[src/rtl/aurora_hls_nfc_tx_gate_pkg.sv]
// Shared definitions for the TX-side NFC gate.
// Contents:
//   NFC_XOFF / NFC_XON : reserved NFC message words. The RX-side XON/XOFF
//                        generator uses the same values.
//   nfc_state_e        : gate FSM state encoding.
//   nfc_msg_e          : decoded class of an accepted NFC word.
//   nfc_decode()       : classifies one NFC word.
package aurora_hls_nfc_tx_gate_pkg;

  localparam logic [15:0] NFC_XOFF = 16'hFFFF;
  localparam logic [15:0] NFC_XON  = 16'h0000;

  typedef enum logic [2:0] {
    ST_RESET = 3'd0,
    ST_RUN   = 3'd1,
    ST_DRAIN = 3'd2,
    ST_XOFF  = 3'd3,
    ST_TIMED = 3'd4
  } nfc_state_e;

  typedef enum logic [1:0] {
    MSG_NONE  = 2'd0,
    MSG_XON   = 2'd1,
    MSG_XOFF  = 2'd2,
    MSG_TIMED = 2'd3
  } nfc_msg_e;

  // Any word other than the two reserved values is a timed pause of that
  // many cycles.
  function automatic nfc_msg_e nfc_decode(input logic accept, input logic [15:0] word);
    nfc_msg_e kind;
    if (!accept)               kind = MSG_NONE;
    else if (word == NFC_XOFF) kind = MSG_XOFF;
    else if (word == NFC_XON)  kind = MSG_XON;
    else                       kind = MSG_TIMED;
    return kind;
  endfunction

endpackage

[src/rtl/aurora_hls_nfc_pause_timer.sv]
// Load / decrement pause timer.
// Ports:
//   clk, rst    : clock and synchronous active-high reset (count cleared)
//   load        : load load_value; this takes priority over counting
//   load_value  : number of cycles to hold
//   run         : decrement once per cycle while the owner is in its wait state
//   done        : high during the last cycle of the hold (count == 1 while running)
// Load N on the accepting edge and done rises in the N-th running cycle.
// The owner can therefore leave its wait state after exactly N cycles.
module aurora_hls_nfc_pause_timer #(
  parameter int WIDTH = 16
) (
  input  logic             clk,
  input  logic             rst,
  input  logic             load,
  input  logic [WIDTH-1:0] load_value,
  input  logic             run,
  output logic             done
);

  logic [WIDTH-1:0] count;

  always_ff @(posedge clk) begin
    if (rst) begin
      count <= '0;
    end else if (load) begin
      count <= load_value;
    end else if (run && (count != '0)) begin
      count <= count - WIDTH'(1);
    end
  end

  assign done = run && (count == WIDTH'(1));

endmodule

[src/rtl/aurora_hls_nfc_tx_gate.sv]
// TX-side Native Flow Control gate.
// This block decodes NFC words sent by the link partner. It throttles the
// user TX AXI-Stream between the HLS kernel and the Aurora core. A pause
// can be deferred to the end of the current frame, so frames are never split.
// Ports:
//   clk, rst            : clock, synchronous active-high reset
//   counter_reset       : clears the four counters; FSM state is untouched
//   nfc_rx_*            : NFC message input (FFFF=XOFF, 0000=XON, N=pause N cycles)
//   s_axis_*            : user TX stream in
//   m_axis_*            : TX stream out to the Aurora core (zero-latency pass-through)
//   xoff_count          : accepted XOFF messages
//   timed_count         : accepted timed-pause messages
//   stall_count         : cycles with the gate closed while s_axis_tvalid=1
//   timeout_count       : XOFF auto-resume events
module aurora_hls_nfc_tx_gate
  import aurora_hls_nfc_tx_gate_pkg::*;
#(
  parameter int          DATA_WIDTH    = 256,
  parameter bit          FRAME_ALIGNED = 1'b1,
  parameter int unsigned XOFF_TIMEOUT  = 0
) (
  input  logic                    clk,
  input  logic                    rst,
  input  logic                    counter_reset,
  input  logic                    nfc_rx_tvalid,
  output logic                    nfc_rx_tready,
  input  logic [0:15]             nfc_rx_tdata,
  input  logic                    s_axis_tvalid,
  output logic                    s_axis_tready,
  input  logic [DATA_WIDTH-1:0]   s_axis_tdata,
  input  logic [DATA_WIDTH/8-1:0] s_axis_tkeep,
  input  logic                    s_axis_tlast,
  output logic                    m_axis_tvalid,
  input  logic                    m_axis_tready,
  output logic [DATA_WIDTH-1:0]   m_axis_tdata,
  output logic [DATA_WIDTH/8-1:0] m_axis_tkeep,
  output logic                    m_axis_tlast,
  output logic [31:0]             xoff_count,
  output logic [31:0]             timed_count,
  output logic [31:0]             stall_count,
  output logic [31:0]             timeout_count
);

  localparam logic [31:0] TIMEOUT_LOAD = 32'(XOFF_TIMEOUT);
  localparam bit          TIMEOUT_EN   = (XOFF_TIMEOUT != 0);

  nfc_state_e  state;
  nfc_state_e  state_next;
  nfc_msg_e    msg;
  nfc_msg_e    pend_kind;
  nfc_msg_e    pend_kind_next;
  logic [15:0] pend_n;
  logic [15:0] pend_n_next;
  logic [15:0] nfc_word;

  logic        gate;
  logic        accept;
  logic        beat;
  logic        tlast_beat;
  logic        in_frame;
  logic        frame_open;

  logic        timed_load;
  logic [15:0] timed_load_value;
  logic        timed_done;
  logic        xoff_load;
  logic        xoff_done;
  logic        timeout_hit;

  // Zero-latency data path; only the handshakes see the gate.
  assign m_axis_tvalid = s_axis_tvalid & gate;
  assign s_axis_tready = m_axis_tready & gate;
  assign m_axis_tdata  = s_axis_tdata;
  assign m_axis_tkeep  = s_axis_tkeep;
  assign m_axis_tlast  = s_axis_tlast;

  assign nfc_word   = nfc_rx_tdata;
  assign accept     = nfc_rx_tvalid & nfc_rx_tready;
  assign msg        = nfc_decode(accept, nfc_word);
  assign beat       = s_axis_tvalid & s_axis_tready;
  assign tlast_beat = beat & s_axis_tlast;
  // This cycle's beat decides whether a pause that arrives now must wait
  // for a tlast.
  assign frame_open = beat ? ~s_axis_tlast : in_frame;

  aurora_hls_nfc_pause_timer #(.WIDTH(16)) u_timed_timer (
    .clk        (clk),
    .rst        (rst),
    .load       (timed_load),
    .load_value (timed_load_value),
    .run        (state == ST_TIMED),
    .done       (timed_done)
  );

  aurora_hls_nfc_pause_timer #(.WIDTH(32)) u_xoff_timer (
    .clk        (clk),
    .rst        (rst),
    .load       (xoff_load),
    .load_value (TIMEOUT_LOAD),
    .run        (state == ST_XOFF),
    .done       (xoff_done)
  );

  // State register and pending-pause storage
  always_ff @(posedge clk) begin
    if (rst) begin
      state     <= ST_RESET;
      pend_kind <= MSG_NONE;
      in_frame  <= 1'b0;
    end else begin
      state     <= state_next;
      pend_kind <= pend_kind_next;
      if (beat) begin
        in_frame <= ~s_axis_tlast;
      end
    end
  end

  always_ff @(posedge clk) begin
    pend_n <= pend_n_next;
  end

  // Next-state logic. An accepted message always beats a timer expiry
  // or a tlast in the same cycle.
  always_comb begin
    state_next       = state;
    pend_kind_next   = pend_kind;
    pend_n_next      = pend_n;
    timed_load       = 1'b0;
    timed_load_value = nfc_word;
    xoff_load        = 1'b0;
    timeout_hit      = 1'b0;
    case (state)
      ST_RESET: begin
        state_next = ST_RUN;
      end
      ST_RUN: begin
        if ((msg == MSG_XOFF) || (msg == MSG_TIMED)) begin
          if (FRAME_ALIGNED && frame_open) begin
            state_next     = ST_DRAIN;
            pend_kind_next = msg;
            pend_n_next    = nfc_word;
          end else if (msg == MSG_XOFF) begin
            state_next = ST_XOFF;
            xoff_load  = 1'b1;
          end else begin
            state_next = ST_TIMED;
            timed_load = 1'b1;
          end
        end
      end
      ST_DRAIN: begin
        if (msg == MSG_XON) begin
          state_next     = ST_RUN;
          pend_kind_next = MSG_NONE;
        end else if ((msg == MSG_XOFF) && tlast_beat) begin
          state_next = ST_XOFF;
          xoff_load  = 1'b1;
        end else if ((msg == MSG_TIMED) && tlast_beat) begin
          state_next = ST_TIMED;
          timed_load = 1'b1;
        end else if ((msg == MSG_XOFF) || (msg == MSG_TIMED)) begin
          pend_kind_next = msg;
          pend_n_next    = nfc_word;
        end else if (tlast_beat) begin
          if (pend_kind == MSG_TIMED) begin
            state_next       = ST_TIMED;
            timed_load       = 1'b1;
            timed_load_value = pend_n;
          end else begin
            state_next = ST_XOFF;
            xoff_load  = 1'b1;
          end
        end
      end
      ST_XOFF: begin
        if (msg == MSG_XON) begin
          state_next = ST_RUN;
        end else if (msg == MSG_TIMED) begin
          state_next = ST_TIMED;
          timed_load = 1'b1;
        end else if (msg == MSG_XOFF) begin
          xoff_load = 1'b1;
        end else if (TIMEOUT_EN && xoff_done) begin
          state_next  = ST_RUN;
          timeout_hit = 1'b1;
        end
      end
      ST_TIMED: begin
        if (msg == MSG_XON) begin
          state_next = ST_RUN;
        end else if (msg == MSG_XOFF) begin
          state_next = ST_XOFF;
          xoff_load  = 1'b1;
        end else if (msg == MSG_TIMED) begin
          timed_load = 1'b1;
        end else if (timed_done) begin
          state_next = ST_RUN;
        end
      end
      default: begin
        state_next = ST_RESET;
      end
    endcase
  end

  // Output decode
  always_comb begin
    gate          = (state == ST_RUN) || (state == ST_DRAIN);
    nfc_rx_tready = ~rst && (state != ST_RESET);
  end

  // Event counters; counter_reset wins over a same-cycle increment.
  always_ff @(posedge clk) begin
    if (rst || counter_reset) begin
      xoff_count    <= '0;
      timed_count   <= '0;
      stall_count   <= '0;
      timeout_count <= '0;
    end else begin
      if (msg == MSG_XOFF)        xoff_count    <= xoff_count + 32'd1;
      if (msg == MSG_TIMED)       timed_count   <= timed_count + 32'd1;
      if (!gate && s_axis_tvalid) stall_count   <= stall_count + 32'd1;
      if (timeout_hit)            timeout_count <= timeout_count + 32'd1;
    end
  end

endmodule

[config.mk]
export PLATFORM = sky130hd
export DESIGN_NAME = aurora_hls_nfc_tx_gate
export DESIGN_NICKNAME = d
export VERILOG_FILES = /design/src/rtl/aurora_hls_nfc_tx_gate_pkg.sv /design/src/rtl/aurora_hls_nfc_pause_timer.sv /design/src/rtl/aurora_hls_nfc_tx_gate.sv
export SDC_FILE = /design/constraint.sdc
export NUM_CORES = 1
export LEC_CHECK = 0
export ABC_AREA = 1
export CORE_AREA = 4 4 286 288
export CTS_CLUSTER_SIZE = 16
export DETAILED_ROUTE_END_ITERATION = 7
export DIE_AREA = 0 0 290 292
export SETUP_SLACK_MARGIN = 0.05
export SLEW_MARGIN = 15
export SYNTH_ARGS = -nofsm -noshare
export SYNTH_HDL_FRONTEND = slang
export SYNTH_SLANG_ARGS = --single-unit
[constraint.sdc]
create_clock -name clk -period 3.43 [get_ports clk]
set_input_delay 0.686 -clock clk [delete_from_list [all_inputs] [get_ports clk]]
set_output_delay 0.686 -clock clk [all_outputs]
set_load 0.005 [all_outputs]
-- Word level (Yosys, flattened, before mapping)
Cells that the tools add are included.
- $add $sub $neg: 4
- equal/unequal tests: 24
- muxes and demuxes: 57
- bitwise operators: 7
- reduce and logical (&&, ||, !) cells: 19
- operator list (kind ; count):
    $mux 16 ; 15
    $add 32x1->32 const B ; 3
    $mux 3 ; 15
    $pmux 16 s2 ; 1
    $mux 2 ; 9
    $eq 16x1->1 const B ; 1
    $eq 16x16->1 const B ; 1
    $logic_not 16->1 ; 1
    $reduce_bool 16->1 ; 1
    $sub 16x1->16 const B ; 1
    $pmux 3 s5 ; 1
    $mux 1 ; 14
    $ne 2x2->1 const B ; 6
    $ne 3x3->1 const B ; 4
    $reduce_and 6->1 ; 2
    $ne 5x5->1 const B ; 2
    $ne 4x4->1 const B ; 2
    $reduce_and 7->1 ; 1
    $eq 2x2->1 const B ; 3
    $eq 3x2->1 const B ; 2
    $logic_and 1x1->1 ; 6
    $and 1x1->1 ; 5
    $pmux 1 s4 ; 1
    $pmux 2 s2 ; 1
    9 further kinds ; 13
- flip-flop bits (word level): 134
- input bits: 311
- output and inout bits: 420
- logic and storage cells: 119

-- Longest topological paths before layout
Gate-level depths: netlist of the first run.
- depth in word-level cells: 12
- gate-level depth with buffers: 14
- gate-level depth less buffers: 14

-- Hierarchy
A second synthesis of the first run with hierarchy kept.
- cell total of the unflattened synthesis: 1562
- area, all modules: 10613.9 um2
- modules (own cells, without submodules) (module ; times used ; cells an instance ; area an instance (um2)):
    aurora_hls_nfc_tx_gate ; 1 ; 1351 ; 9425.3
    aurora_hls_nfc_pause_timer ; 1 ; 211 ; 1188.6

-- Worst setup path before layout of the first run
OpenSTA, ideal clock, no wires.
- kind: in2reg
- start: input nfc_rx_tdata[14] in the netlist's numbering
- end: register pend_n[0] (enable)
- library setup time: 0.388 ns
- arrival time: 2.277 ns
- slack: 0.765 ns
- cell stages on the path: 10
- cell sequence: nand2_1 nor2_1 nand2_1 nor2_4 nor2_4 nand3_1 nand2_1 nand2_1 nand4_1 nor2_1
- longest elaborated chain between the ends: 8
- elaborated cells between the ends (all ways): 17
- those cells by class: eq/ne (9); mux (3); reduce/logical (5)
- ends and longest elaborated chain (element ; RTL line ; RTL):
    start: declaration ; aurora_hls_nfc_tx_gate.sv:27 ; input logic [0:15] nfc_rx_tdata,
    $logic_not 16->1 ; aurora_hls_nfc_tx_gate_pkg.sv:34 ; else if (word == NFC_XON) kind = MSG_XON;
    $mux 2 ; aurora_hls_nfc_tx_gate_pkg.sv:34 ;
    $mux 2 (*) ; aurora_hls_nfc_tx_gate_pkg.sv:33 ; else if (word == NFC_XOFF) kind = MSG_XOFF;
    $mux 2 (*) ; aurora_hls_nfc_tx_gate_pkg.sv:32 ; if (!accept) kind = MSG_NONE;
    $eq 2x2->1 (on tied branches) ; - ;
    $logic_and 1x1->1 (tied with other cells) ; aurora_hls_nfc_tx_gate.sv:159 ; end else if ((msg == MSG_TIMED) && tlast_beat) begin
    $ne 2x2->1 (no line) ; - ;
    $reduce_and 7->1 (no line) (*) ; - ;
    end signal: assignment ; aurora_hls_nfc_tx_gate.sv:120 ; pend_n <= pend_n_next;
    end: declaration ; aurora_hls_nfc_tx_gate.sv:52 ; logic [15:0] pend_n;
Mark *: on every way between the ends. The rest lies on a longest branch, timed or not.
A chain may end at the register's enable or synchronous reset.

-- Final worst setup path of the first run
- start: input rst
- end: output nfc_rx_tready
- longest elaborated chain between the ends: 2
- ends and longest elaborated chain (element ; RTL line ; RTL):
    start: declaration ; aurora_hls_nfc_tx_gate.sv:23 ; input logic rst,
    $not 1->1 ; aurora_hls_nfc_tx_gate.sv:210 ; nfc_rx_tready = ~rst && (state != ST_RESET);
    $logic_and 1x1->1 ; aurora_hls_nfc_tx_gate.sv:210 ;
    end: declaration ; aurora_hls_nfc_tx_gate.sv:26 ; output logic nfc_rx_tready,
No other way between the ends.

==> results of run 1 <==
-- sequential cells by signal, indices dropped and copies added (netlist names) --
name                 cells
pend_n                  16
state                    3
u_timed_timer.count     16
timed_count             32
xoff_count              32
in_frame                 1
stall_count             32
pend_kind                2
-- how the worst max path moves through the flow --
stage	from	endpoint	slack, ns	cells past startpoint
2_1_floorplan	nfc_rx_tdata[14]	pend_n[0]	0.76	10
3_3_place_gp	nfc_rx_tdata[2]	pend_n[15]	0.30	12
3_5_place_dp	nfc_rx_tdata[2]	pend_n[15]	0.31	12
4_1_cts	rst	nfc_rx_tready	0.35	5
5_1_grt	rst	nfc_rx_tready	0.35	5
6_report	rst	nfc_rx_tready	0.47	5
-- metal layers --
layer,global-route usage,up-vias,share of wire
li1,-,4178,-
met1,0.0977,3863,0.39
met2,0.118,501,0.40
met3,0.0613,177,0.15
met4,0.0535,8,0.058
met5,0.0194,-,0.0061
-- cell usage after synthesis (5+ instances only) --
library cell | number | area [um2]
nand4_1 | 42 | 263
a21oi_1 | 93 | 465
nand3_2 | 5 | 50.1
nand3_1 | 46 | 230
xnor2_1 | 14 | 123
dfxtp_1 | 118 | 2360
o21ai_0 | 42 | 210
xor2_1 | 44 | 385
buf_2 | 8 | 40.0
nand2_1 | 346 | 1300
edfxtp_1 | 16 | 480
nor4_1 | 17 | 106
inv_1 | 120 | 450
inv_2 | 8 | 30.0
ha_1 | 5 | 62.6
nor2_1 | 147 | 552
nor3_1 | 39 | 195
nor2_4 | 7 | 78.8
buf_4 | 325 | 2440
o211ai_1 | 11 | 82.6
clkbuf_1 | 14 | 52.6
-- stage by stage --
step / area, um2 / setup slack [ns] / cells / util / hold WS [ns]
3_5_place_dp: 10600 / 0.308 / 2381 / 0.134 / 0.479
5_1_grt: 11100 / 0.353 / 2412 / 0.141 / 0.511
3_3_place_gp: 10600 / 0.297 / 2381 / 0.134 / 0.483
6_report: 11100 / 0.471 / 2412 / 0.141 / 0.492
4_1_cts: 11100 / 0.353 / 2412 / 0.141 / 0.494
2_1_floorplan: 10500 / 0.765 / 1545 / - / 0.453
-- critical path, delay by kind of cell --
| family | cells | cell delay (ns) |
|---|---|---|
| and+or+nand+nor | 1 | 0.15 |
| buffers and inverters | 4 | 1.44 |
-- layout by cell type (no fill, tap or decap), types with 15 or more instances in the layout --
| cell | Yosys | layout |
|---|---|---|
| conb_1 | 1 | 32 |
| clkdlybuf4s50_1 | 0 | 122 |
| nand4_1 | 42 | 42 |
| clkbuf_16 | 0 | 17 |
| nor4_1 | 17 | 17 |
| nand3_1 | 46 | 46 |
| a21oi_1 | 93 | 93 |
| xor2_1 | 44 | 44 |
| nor3_1 | 39 | 39 |
| nor2_1 | 147 | 145 |
| buf_4 | 325 | 15 |
| edfxtp_1 | 16 | 16 |
| o21ai_0 | 42 | 42 |
| inv_1 | 120 | 119 |
| nand2_1 | 346 | 346 |
| dfxtp_1 | 118 | 118 |
-- cells by family after synthesis --
group	share of synthesized area
AND/OR/NAND/NOR	0.290
buffers and inverters	0.296
AO/OA/AOI/OAI	0.0839
flip-flops	0.275
XOR/XNOR	0.0491
adder cells (fa/ha/maj)	0.00605
other	0.000362
-- cell type report --
cell class / count / area (um2) / share of cell area
repair buffers: 138 / 1350 / 0.122
multi-input cells: 930 / 4570 / 0.410
flip-flops and latches: 134 / 2840 / 0.255
clock inverters: 12 / 116 / 0.0105
clock buffers: 19 / 453 / 0.0407
well taps: 1050 / 1310 / 0.118
inverters: 129 / 484 / 0.0435
-- power breakdown --
part / total (uW) / internal, uW / switching (uW)
Combinational: 1750 / 634 / 1110
Sequential: 1820 / 1720 / 107
Clock: 1870 / 1040 / 826
Total: 5440 / 3390 / 2050
==> flow_metrics.py, run 1 <==
metrics = {
    "layout": {
        "drive_gt1_frac": 0.0646,
        "syn2layout_area_growth_pct": 7.58,
        "final_nets": 1666,
        "n_antenna_cell": 0,
        "final.fill_count": 9118,
    },
    "worst_setup_path": {
        "slowest_stage": "clkdlybuf4s50_1",
        "regToRegSetupSlack_ns": 1.07,
        "cp_max_fo": 3,
        "rr_startpoint": "u_timed_timer.count[0]",
        "regToRegEndpoint": "u_timed_timer.count[13]",
        "critPathArrivalTime_ns": 2.27,
        "start_kind": "input port",
        "crit_top_cell": "clkdlybuf4s50_1",
        "required_ns": 2.74,
        "reg2reg_depth": 10,
        "worst-setup-path-type": "in -> out",
        "critPathMaxStageDelay_ns": 0.63,
        "endpoint_kind": "output pin",
        "crit_chain": "clkdlybuf4s50_1 -> inv_2 -> nand2_1 -> inv_1 -> clkdlybuf4s50_1",
    },
    "route": {
        "post-route-drc-count": 0,
        "routed_wl_um": 38400,
        "via_per_inst": 3.62,
        "vias": 8727,
        "dr.pass1.iters": 6,
        "first_iter_violations": 567,
        "post_drt_wl_per_cell_um": 15.9,
        "postRouteAntennaNets": 0,
    },
    "timing": {
        "max_freq_mhz": 338,
        "fin_tns_setup_ns": 0,
        "setup_viol": 0,
        "rsz0062_at_grt": "no",
        "worst_slew_pin_slew_ns": 0.580,
        "min_period_over_period": 0.863,
        "period_minus_slack_ns": 2.96,
        "finalHoldViolations": 0,
        "final-max-slew-violation-count": 0,
        "max_slew_margin": 0.613,
        "fin_skew_ns": 0.0150,
    },
    "clock_network": {
        "cts-resized-gates": 0,
        "cts_setup_buffers": 0,
        "clockBufferDepth": 2,
        "root_buffer": "clkbuf_16",
        "cts_tree": "yes",
        "numClockSinks": 134,
        "htree_num_levels": 4,
        "hold_buffers": 0,
        "clk-insertion-delay-late_ns": 0.46,
        "clk_pin_slew_ns": 0.06,
        "cts_buffers": 17,
    },
    "synthesis": {
        "yosysUniqueCellTypes": 47,
        "synthFlopType": "dfxtp_1",
        "ys_warn_count": 0,
        "syn_area_per_cell_um2": 6.83,
        "synth_edf_count": 16,
        "ys_ff_latch": 134,
        "synth_cells": 1514,
        "netlist_area_um2": 10300,
        "async_flop_share": 0,
        "yosysSeqAreaShare": 0.275,
    },
    "placement": {
        "hpwlAfterDp_um": 30600,
        "gp_congestion": 0.864,
        "io_buffers": 122,
    },
    "global_routing": {
        "grt_pass1_wl_um": 55300,
        "grt_pass1_vias": 8126,
        "grt-ovfl-total": 0,
        "grt_start_max_net_pins": 53,
        "antenna_found_initial": 2,
        "grtUsageTotal": 0.0874,
    },
    "floorplanning": {
        "die_h_um": 292,
        "ios": 731,
        "die-area_um2": 84700,
        "initial_utilization": 0.131,
        "core.rowCount": 103,
        "core_um2": 78900,
        "fp.dieW_um": 290,
    },
    "pwr": {
        "p_leak_uw": 0.00371,
        "vdd_drop_max_uv": 350,
        "power.density_nw_per_um2": 489,
        "power.total_uw": 5440,
    },
    "min_path": {
        "hold_path_end": "u_timed_timer.count[15]",
        "min_path_cells": 2,
        "hold_start": "u_timed_timer.count[15]",
        "min_path_type": "reg -> reg",
    },
    "run": {
        "max-cap-violations": 0,
    },
    "outcome": {
        "status": "finished, final reports clean",
    },
}
Note: power is estimated with default switching activity, not from simulation.
==> inputs of run 2 (changes only) <==
--- a/config.mk
+++ b/config.mk
@@ -10,7 +10,6 @@
 export CTS_CLUSTER_SIZE = 16
 export DETAILED_ROUTE_END_ITERATION = 7
 export DIE_AREA = 0 0 290 292
-export SETUP_SLACK_MARGIN = 0.05
 export SLEW_MARGIN = 15
 export SYNTH_ARGS = -nofsm -noshare
 export SYNTH_HDL_FRONTEND = slang
==> results of run 2 <==
The final DEF is identical to that of run 1; final timing and power are the same.
==> inputs of run 3 (changes only) <==
--- a/config.mk
+++ b/config.mk
@@ -10,6 +10,9 @@
 export CTS_CLUSTER_SIZE = 16
 export DETAILED_ROUTE_END_ITERATION = 7
 export DIE_AREA = 0 0 290 292
+export PLACE_DENSITY_LB_ADDON = 0.25
+export SETUP_SLACK_MARGIN = 0.4
+export SKIP_LAST_GASP = 1
 export SLEW_MARGIN = 15
 export SYNTH_ARGS = -nofsm -noshare
 export SYNTH_HDL_FRONTEND = slang
==> flow_metrics.py, run 3 (same netlist as run 1, synthesis figures left out) <==
metrics = {
    "clock_network": {
        "clockBufferDepth": 2,
        "hold_buffers": 0,
        "cts_buffers": 17,
        "cts_setup_buffers": 0,
        "clk_pin_slew_ns": 0.06,
        "htree_num_levels": 4,
        "clk-insertion-delay-late_ns": 0.46,
        "cts_tree": "yes",
        "root_buffer": "clkbuf_16",
        "numClockSinks": 134,
        "cts-resized-gates": 0,
    },
    "placement": {
        "io_buffers": 122,
        "placed_area_um2": 10600,
        "hpwlAfterDp_um": 31400,
        "gp_congestion": 0.821,
        "dp_cells": 2388,
        "place_ws_ns": 0.205,
    },
    "route": {
        "dr.pass1.iters": 5,
        "routed_wl_um": 38700,
        "postRouteAntennaNets": 0,
        "post-route-drc-count": 0,
        "post_drt_wl_per_cell_um": 16.0,
        "via_per_inst": 3.58,
        "vias": 8674,
        "first_iter_violations": 498,
    },
    "timing": {
        "period_minus_slack_ns": 2.83,
        "finalHoldViolations": 0,
        "max_freq_mhz": 354,
        "worst_slew_pin_slew_ns": 0.540,
        "min_period_over_period": 0.825,
        "rsz0062_at_grt": "no",
        "fin_ws_ns": 0.602,
        "fin_tns_setup_ns": 0,
        "max_slew_margin": 0.636,
        "setup_viol": 0,
        "final-max-slew-violation-count": 0,
        "fin_skew_ns": 0.0140,
    },
    "run": {
        "max-cap-violations": 0,
    },
    "global_routing": {
        "grt_start_max_net_pins": 59,
        "grt_use_met1": 0.103,
        "grt.busiest_layer": "met2",
        "grt_pass1_vias": 8818,
        "antenna_found_initial": 1,
        "grt_pass1_wl_um": 57000,
        "grt-ovfl-total": 0,
        "grtUsageTotal": 0.0894,
        "met3_usage": 0.0385,
        "met2_usage": 0.138,
    },
    "min_path": {
        "min_path_type": "reg -> reg",
    },
    "outcome": {
        "status": "finished, final reports clean",
    },
    "layout": {
        "final_common_cell": "nand2_1",
        "final.fill_count": 9116,
        "final_nets": 1673,
        "drive_gt1_frac": 0.0672,
        "final_cell_mix": "nand2_1 (346), nor2_1 (146), clkdlybuf4s50_1 (121), inv_1 (119), dfxtp_1 (118)",
        "syn2layout_area_growth_pct": 8.12,
        "layout.cells.non_filler": 2421,
        "reg_top3": "stall_count x32, timed_count x32, xoff_count x32",
        "final_cell_area_um2": 11200,
    },
    "pwr": {
        "p_leak_uw": 0.00375,
        "vdd_drop_max_uv": 340,
        "power.total_uw": 5410,
        "power.density_nw_per_um2": 484,
    },
    "worst_setup_path": {
        "start_kind": "input port",
        "endpoint_kind": "output pin",
        "required_ns": 2.74,
        "crit_buf_inv": 3,
        "worst-setup-path-type": "in -> out",
        "crit_chain": "clkdlybuf4s50_1 -> inv_1 -> nor2_1 -> clkdlybuf4s50_1",
        "crit_top_cell": "clkdlybuf4s50_1",
        "critPathArrivalTime_ns": 2.14,
        "crit_family": "buffers and inverters",
        "cp_max_fo": 5,
        "slowest_stage": "clkdlybuf4s50_1",
        "critPathMaxStageDelay_ns": 0.71,
    },
    "floorplanning": {
        "core.rowCount": 103,
        "initial_utilization": 0.131,
        "fp.dieW_um": 290,
        "die_h_um": 292,
        "ios": 731,
        "core_um2": 78900,
        "die-area_um2": 84700,
    },
}
-- run 3: worst register-to-register path: stages, from the launching register on --
cell	delay, ns
dfxtp_1	0.48
nand2_2	0.18
nand2_4	0.18
nand4_1	0.17
nor2_1	0.43
nand3_2	0.34
buf_4	0.26
nand2_1	0.05
nand2_1	0.05
nor2_1	0.12
nor2_1	0.06
-- run 3: metrics by stage --
stage,hold slack (ns),utilization
after floorplan,0.453,-
after global placement,0.472,0.135
after detailed placement,0.482,0.135
after CTS,0.492,0.142
after global routing,0.512,0.142
final,0.487,0.142
-- run 3: power by group --
part	internal (uW)	total, uW	switching [uW]
combinational	650	1850	1200
clock	935	1740	806
sequential	1720	1820	105
total	3300	5410	2110
-- run 3: layout make-up --
cell class / instances / area (um2) / area share
Sequential cell: 134 / 2840 / 0.254
Inverter: 129 / 484 / 0.0433
Clock inverter: 12 / 95.1 / 0.00850
Antenna cell: 1 / 2.50 / 0.000224
Tap cell: 1050 / 1310 / 0.117
Clock buffer: 20 / 437 / 0.0390
Multi-Input combinational cell: 930 / 4560 / 0.408
Timing Repair Buffer: 145 / 1450 / 0.129
-- run 3: final timing paths --
check                                             start                       to  slack (ns)  cells after the start
worst max-delay path                      m_axis_tready            s_axis_tready        0.60                      4
worst min-delay path            u_timed_timer.count[15]  u_timed_timer.count[15]        0.49                      2
worst max register to register                 state[1]  u_timed_timer.count[14]        1.00                     10
worst min register to register  u_timed_timer.count[15]  u_timed_timer.count[15]        0.49                      2
-- run 3: routing by layer --
metal	part of all wire	vias to the layer above	routed length, um
li1	-	4206	-
met1	0.42	3880	16100
met2	0.44	414	17200
met3	0.087	170	3360
met4	0.050	4	1920
met5	0.0025	-	95
